==> src/rtl/alu_issue_pkg.sv <==
// Shared encodings, FSM state type and aluop decoder for the ALU issue stage.
package alu_issue_pkg;

   localparam logic [2:0] AluopAnd = 3'b000;
   localparam logic [2:0] AluopOr  = 3'b001;
   localparam logic [2:0] AluopAdd = 3'b010;
   localparam logic [2:0] AluopSub = 3'b110;

   localparam logic [1:0] OpAnd = 2'b00;
   localparam logic [1:0] OpOr  = 2'b01;
   localparam logic [1:0] OpAdd = 2'b10;

   typedef enum logic [1:0] {
      StIdle,
      StExec,
      StWb
   } state_e;

   typedef struct packed {
      logic [1:0] operation;
      logic       binvert;
      logic       carryin;
      logic       arith;
      logic       legal;
   } ctrl_t;

   // Illegal codes fall back to AND; the caller squashes the destination.
   function automatic ctrl_t decode_aluop(input logic [2:0] aluop);
      ctrl_t c;
      c = '0;
      c.operation = OpAnd;
      c.legal = 1'b1;
      case (aluop)
         AluopAnd: c.operation = OpAnd;
         AluopOr:  c.operation = OpOr;
         AluopAdd: begin
            c.operation = OpAdd;
            c.arith = 1'b1;
         end
         AluopSub: begin
            c.operation = OpAdd;
            c.binvert = 1'b1;
            c.carryin = 1'b1;
            c.arith = 1'b1;
         end
         default: c.legal = 1'b0;
      endcase
      return c;
   endfunction

endpackage

==> src/rtl/alu_issue_stage_regfile.sv <==
// regfile32x32: 32x32 register file, two async read ports, one sync write port, r0 reads zero.
module regfile32x32 (
   input  logic        clk,
   input  logic        reset,
   input  logic [4:0]  raddr_a,
   output logic [31:0] rdata_a,
   input  logic [4:0]  raddr_b,
   output logic [31:0] rdata_b,
   input  logic        we,
   input  logic [4:0]  waddr,
   input  logic [31:0] wdata
);

   logic [31:0] mem [32];

   always_ff @(posedge clk) begin
      if (reset) begin
         for (int i = 0; i < 32; i++) begin
            mem[i] <= '0;
         end
      end else if (we && (waddr != 5'd0)) begin
         mem[waddr] <= wdata;
      end
   end

   assign rdata_a = (raddr_a == 5'd0) ? 32'd0 : mem[raddr_a];
   assign rdata_b = (raddr_b == 5'd0) ? 32'd0 : mem[raddr_b];

endmodule

==> src/rtl/alu_issue_stage.sv <==
// Issue stage: reads operands, drives an external ALU, writes the result back.
// Optional ALU_ISSUE_BYPASS_EN accepts a new instruction in WB with result forwarding.
module alu_issue_stage
   import alu_issue_pkg::*;
(
   input  logic        clk,
   input  logic        reset,
   input  logic        in_valid,
   output logic        in_ready,
   input  logic [4:0]  rs,
   input  logic [4:0]  rt,
   input  logic [4:0]  rd,
   input  logic [2:0]  aluop,
   input  logic        ld_en,
   input  logic [4:0]  ld_addr,
   input  logic [31:0] ld_data,
   output logic [31:0] a,
   output logic [31:0] b,
   output logic [1:0]  Operation,
   output logic        Binvert,
   output logic        Carryin,
   input  logic [31:0] alu_result,
   input  logic        alu_carry,
   output logic        wb_valid,
   output logic [4:0]  wb_addr,
   output logic [31:0] wb_data,
   output logic        carry_flag
);

   state_e      state;
   logic [4:0]  rd_q;
   logic        arith_q;
   logic        accept;
   ctrl_t       dec;
   logic [31:0] rs_data;
   logic [31:0] rt_data;
   logic [31:0] op_a;
   logic [31:0] op_b;
   logic        rf_we;
   logic [4:0]  rf_waddr;
   logic [31:0] rf_wdata;

   regfile32x32 u_regfile (
      .clk     (clk),
      .reset   (reset),
      .raddr_a (rs),
      .rdata_a (rs_data),
      .raddr_b (rt),
      .rdata_b (rt_data),
      .we      (rf_we),
      .waddr   (rf_waddr),
      .wdata   (rf_wdata)
   );

   assign dec = decode_aluop(aluop);

   always_comb begin
`ifdef ALU_ISSUE_BYPASS_EN
      in_ready = ((state == StIdle) && !ld_en) || (state == StWb);
`else
      in_ready = (state == StIdle) && !ld_en;
`endif
      accept = in_valid && in_ready;
   end

   // The WB write lands on the same edge as acceptance, so forward it explicitly.
   always_comb begin
`ifdef ALU_ISSUE_BYPASS_EN
      op_a = ((state == StWb) && (wb_addr != 5'd0) && (rs == wb_addr)) ? wb_data : rs_data;
      op_b = ((state == StWb) && (wb_addr != 5'd0) && (rt == wb_addr)) ? wb_data : rt_data;
`else
      op_a = rs_data;
      op_b = rt_data;
`endif
   end

   always_comb begin
      rf_we    = 1'b0;
      rf_waddr = ld_addr;
      rf_wdata = ld_data;
      if (state == StWb) begin
         rf_we    = 1'b1;
         rf_waddr = wb_addr;
         rf_wdata = wb_data;
      end else if (state == StIdle) begin
         rf_we    = ld_en;
      end
   end

   always_ff @(posedge clk) begin
      if (reset) begin
         state      <= StIdle;
         a          <= '0;
         b          <= '0;
         Operation  <= '0;
         Binvert    <= 1'b0;
         Carryin    <= 1'b0;
         rd_q       <= '0;
         arith_q    <= 1'b0;
         wb_valid   <= 1'b0;
         wb_addr    <= '0;
         wb_data    <= '0;
         carry_flag <= 1'b0;
      end else begin
         case (state)
            StIdle: state <= StIdle;
            StExec: begin
               wb_valid <= 1'b1;
               wb_addr  <= rd_q;
               wb_data  <= alu_result;
               if (arith_q) begin
                  carry_flag <= alu_carry;
               end
               state <= StWb;
            end
            StWb: begin
               wb_valid <= 1'b0;
               state    <= StIdle;
            end
            default: state <= StIdle;
         endcase
         if (accept) begin
            a         <= op_a;
            b         <= op_b;
            Operation <= dec.operation;
            Binvert   <= dec.binvert;
            Carryin   <= dec.carryin;
            rd_q      <= dec.legal ? rd : 5'd0;
            arith_q   <= dec.arith;
            state     <= StExec;
         end
      end
   end

endmodule

==> config.mk <==
export PLATFORM = sky130hd
export DESIGN_NAME = alu_issue_stage
export DESIGN_NICKNAME = d
export VERILOG_FILES = /design/src/rtl/alu_issue_pkg.sv /design/src/rtl/alu_issue_stage_regfile.sv /design/src/rtl/alu_issue_stage.sv
export SDC_FILE = /design/constraint.sdc
export NUM_CORES = 2
export LEC_CHECK = 0
export BUFFER_PORTS_ARGS = -buffer_cell sky130_fd_sc_hd__buf_4
export CAP_MARGIN = 20
export CORE_MARGIN = 2
export CORE_UTILIZATION = 55
export DETAILED_ROUTE_END_ITERATION = 8
export MAX_ROUTING_LAYER = met4
export PLACE_DENSITY = 0.72
export SLEW_MARGIN = 20
export SYNTH_ARGS = -nofsm -noshare
export SYNTH_HDL_FRONTEND = slang
export SYNTH_HIERARCHICAL = 1
export SYNTH_SLANG_ARGS = --single-unit
==> constraint.sdc <==
create_clock -name clk -period 4.9 [get_ports clk]
set_input_delay 0.735 -clock clk [delete_from_list [all_inputs] [get_ports clk]]
set_output_delay 0.735 -clock clk [all_outputs]
set_load 0.01 [all_outputs]
After elaboration in Yosys (flattened, before gate mapping)
Memories as Yosys holds them, arrays and structs flattened.
Index checks and enable logic that the tools add are counted.
{"block": "totals", "inputBits": 92, "ram_bits": 1024, "ff_bits": 115, "memories": 1}
{"name": "u_regfile.mem", "depth": 32, "width": 32, "read_ports": 2, "rd_clocked_by_memory_dff": 0, "wr": 32, "line_no": "alu_issue_stage_regfile.sv:14", "rtl": "logic [31:0] mem [32];"}
{"block": "classes", "n_reduce_logical": 15, "n_eq_ne": 5, "n_mux": 22}
{"cell": "32-bit 2-to-1 mux", "count": 4}
{"cell": "32-bit OR reduction", "count": 1}
{"cell": "5-bit 2-to-1 mux", "count": 3}
{"cell": "1-bit 2-to-1 mux", "count": 11}
{"cell": "5-bit logical NOT", "count": 2}
{"cell": "5-bit nonzero test", "count": 1}
{"cell": "2-bit 2-to-1 mux", "count": 2}
{"cell": "2-bit one-hot mux with 2 select lines", "count": 1}
{"cell": "2-bit OR reduction", "count": 2}
{"cell": "4-bit OR reduction", "count": 1}
{"cell": "3-bit by 1-bit equality test with 1-bit output, second input constant", "count": 1}
{"cell": "3-bit by 2-bit equality test with 1-bit output, second input constant", "count": 1}
{"cell": "3-bit equality test, second input constant", "count": 1}
{"cell": "1-bit logical AND", "count": 3}
{"cell": "3-bit logical NOT", "count": 1}
{"cell": "2-bit by 1-bit equality test with 1-bit output, second input constant", "count": 1}
{"cell": "2-bit equality test, second input constant", "count": 1}
{"cell": "2-bit logical NOT", "count": 1}
{"cell": "1-bit one-hot mux with 2 select lines", "count": 1}
{"cell": "2-bit AND reduction", "count": 1}
{"cell": "2-bit nonzero test", "count": 1}
{"cell": "1-bit logical NOT", "count": 1}

Depth between registers and ports, before layout
{"block": "depth", "ltp_word": 9, "ltp_mapped": 10}

By module
The synthesis kept the hierarchy.
{"mod": "regfile32x32", "seq_area_each_um2": 30749.5, "area_per_inst_um2": 54255.8, "instances": 1, "cells_each": 3502}
{"mod": "alu_issue_stage", "seq_area_each_um2": 2262.2, "area_per_inst_um2": 4171.5, "instances": 1, "cells_each": 346}

Worst setup path after synthesis
Ideal clock, no wire load.
{"block": "synth_timing", "kind": "register -> register", "from": "register state[0]", "to": "memory u_regfile.mem[12][0] (enable)", "setup_slack_ns": 1.658, "stages_incl_launch_ff": 10, "path_buffers": 3, "setup_time_ns": 0.375, "arrival_time_ns": 2.867, "synth_period_minus_slack_ns": 3.242, "path_cell_list": "dfxtp_1 inv_1 ha_1 buf_2 buf_2 mux2_2 or4b_2 clkbuf_1 nor2_1 or2_2"}
{"item": "start, declared", "line_no": "alu_issue_stage.sv:30", "rtl": "state_e state;"}
{"item": "start signal, assigned", "line_no": "alu_issue_stage.sv:92", "rtl": "state <= StIdle;"}
{"item": "start signal, assigned", "line_no": "alu_issue_stage.sv:106", "rtl": "StIdle: state <= StIdle;"}
{"item": "start signal, assigned", "line_no": "alu_issue_stage.sv:114", "rtl": "state <= StWb;"}
{"item": "end, declared", "line_no": "alu_issue_stage_regfile.sv:14"}

==> impl_metrics.toml <==
[outcome]
status = "finished, final reports clean"

[floorplanning]
io-pin-count = 200
std_cell_rows = 119
die_w_um = 330
dieHeight_um = 330
die_area_sq_um = 109000
core_sq_um = 105000
start_util_pct = 55.5

[hold_path]
timing.hold.worst_endpoint = "rd_q[0]"
hold_class = "in2reg"
min_from = "rd[0]"
hold_depth = 2

[drt]
first_pass_iters = 6
viasPerCell = 6.82
final_antenna_net_count = 0
drt_first_iter_violations = 5013
drc_errors = 0
routed_wirelength_mm = 182
wl_per_cell_um = 33.5
dr_total_vias = 37028

[pwr]
p_leak_nw = 24.0
p_int_mw = 17.3
power_mw = 22.8
irDropWorstVdd_mv = 0.303
clock_power_share_pct = 40.6
power_frac_seq_pct = 48.9
power_density_nw_per_um2 = 348
p_sw_mw = 5.42
switching_share_pct = 23.8
combPwrFrac_pct = 10.5

[synthesis]
ys_seq_area_share_pct = 56.5
ys_ff_latch = 1137
netlist_top_cells_area = "edfxtp_1 (53%), mux4_2 (18%), and2_1 (11%)"
synth_top_area_cell = "edfxtp_1"
yosysMostFrequentCell = "edfxtp_1"
synth_top_area_share_pct = 52.6
synthArstFlopShare_pct = 0
synth_compound_area_share_pct = 4.54
yosysWarnings = 6
synthSimpleGateAreaFrac_pct = 12.7
synth-main-ff-cell = "edfxtp_1"
synth-edff-count = 1024
syn_inst = 3848
yosys-top-cells-count = "edfxtp_1 (1024), and2_1 (997), mux4_2 (472)"
muxShareOfSynthArea_pct = 22.7
synth_xor_xnor_area_share_pct = 0
synthAdderAreaFrac_pct = 0.0642
syn_area_per_cell_sq_um = 15.2
synth.distinct_cells = 50
synth_top_family_by_area = "multiplexers"
synthesis.area_sq_um = 58400

[global_routing]
overflow = 0
grt_first_pass_wirelength_mm = 260
antenna_found_initial = 2
grt_usage_pct = 34.5
grt_pass1_vias = 37075
grt_max_degree = 104

[timing]
rsz0062_at_grt = "false"
tightest_slew_ns = 1.07
maxSlewHeadroom_pct = 27.1
fmax_ghz = 0.274
finClkSkew_ns = 0.0325
slew_violations = 0
finalSetupTns_ns = 0
fin_crit_sh_pct = 74.5
whs_ns = 0.240
finalHoldViolCount = 0
setup_viol = 0
min_period_ns = 3.65
fin_ws_ns = 1.25

[place]
io_buffers = 199
post-place-ws_ns = 1.07
gp_congestion = 0.996
dp_hpwl_mm = 110

[layout]
drive_above_1_share_pct = 28.7
seqCellArea_sq_um = 33000
multi_input_area_sq_um = 23700
fillers = 7533
syn_to_final_growth_pct = 12.1
nets = 4031

[run]
maxCapViolations = 0

[critical_path]
crit_top_cell = "buf_4"
arrival_ns = 4.02
cp_max_fo = 37
worstReg2RegStart = "state[0]"
reg2reg_setup_slack_ns = 1.25
crit_path_cell_trace = "inv_1, ha_2, buf_4, a21o_1, or4b_2, nor2_2, or2_2, buf_4"
required_ns = 5.26
startpoint = "state[0]"
worstRegToRegCells = 8
r2r-end = "u_regfile/mem[12][28]"
start_kind = "flip-flop"
endpoint_kind = "flip-flop"
critPathKind = "reg2reg"
slowest_delay_ns = 0.86
cp_slowest_cell = "or4b_2"

[clocking]
cts_made_buffers = 114
cts_buffer_depth = 3
clock_latency_ns = 0.71
clock-root-buffer = "clkbuf_16"
tritoncts = "done"
cts_setup_buffers = 0
cts_hold_buf = 0
cts.repair.resized = 0
clkSinkCount = 1137
h-tree-depth = 3
cts.clk_slew.worst_paths_ns = 0.06
-- critical path, delay by kind of cell (launching register included) --
| kind | cells | cell delay [ns] |
|---|---|---|
| AND/OR/NAND/NOR | 3 | 1.53 |
| adder cells (fa/ha/maj) | 1 | 0.21 |
| AO/OA/AOI/OAI | 1 | 0.20 |
| buffers and inverters | 3 | 1.04 |
| flip-flops | 1 | 0.32 |
-- cells in the final DEF, fill, tap and decap left out, drive strengths merged, types with 6 or more instances in the layout --
master,count
clkbuf,160
nand2,9
bufinv,15
dfxtp,113
a211oi,8
a2111oi,55
a21oi,14
buf,358
or2,33
inv,8
edfxtp,1024
mux2i,187
a22o,121
nand3,6
nor2,75
nor3,54
a22oi,16
mux2,67
conb,32
and2,997
o22ai,103
nor2b,16
clkinvlp,10
mux4,472
nor4,6
clkinv,26
-- layout make-up --
class | instances | share of cell area (%)
multi-input cells | 2321 | 36.2
diodes | 2 | 0.00764
well taps | 1391 | 2.66
inverters | 4 | 0.0229
clock inverters | 55 | 1.07
repair buffers | 358 | 4.66
clock buffers | 160 | 4.99
flip-flops and latches | 1137 | 50.4
-- cells by family (layout without fill, tap and decap cells) --
family	after synthesis	count (layout)
other	1	34
buffers and inverters	421	577
AOI/OAI and AO/OA	336	336
DFF	1137	1137
and+or+nand+nor	1224	1224
muxes	726	726
adders and majority gates	3	3
-- layer usage --
metal	wire, um	track usage [%]	part of all wire, %
met3	20100	6.46	11
met4	11000	17.7	6.1
met2	85000	52.7	47
met1	65800	44.6	36
met5	0	-	0
-- state kept, by name, indices dropped and copies added, names as in the netlist, 2 cells and up --
register       count
b                 32
state              2
wb_data           32
wb_addr            5
a                 32
Operation          2
rd_q               5
u_regfile/mem   1024
-- how the worst max path moves through the flow --
stage                                  endpoint  slack (ns)  cells after the start
after floorplan            u_regfile/mem[12][0]        1.66                      9
after global placement                     b[5]        1.10                      6
after detailed placement                  b[25]        1.07                      7
after CTS                 u_regfile/mem[12][27]        1.30                      8
after global routing       u_regfile/mem[7][12]        1.11                      9
final                     u_regfile/mem[12][28]        1.25                      8
-- per-stage QoR --
stage          cells  cell area, sq um  utilization, %
5_1_grt         5427             65500            62.2
3_3_place_gp    5210             61500            58.4
3_5_place_dp    5210             61500            58.4
2_1_floorplan   3879             58500               -
6_report        5428             65500            62.2
4_1_cts         5425             65500            62.2
-- power groups by stage --
stage               registers [mW]  logic [mW]  clock network (mW)
detailed placement            11.3        2.34                   0
global placement              11.3        2.32                   0
CTS                           11.1        2.35                9.27
finish                        11.1        2.39                9.24
floorplan                     11.2        1.47                   0
global route                  11.2        2.46                9.63
No activity file was read; power rests on OpenSTA's default activity.
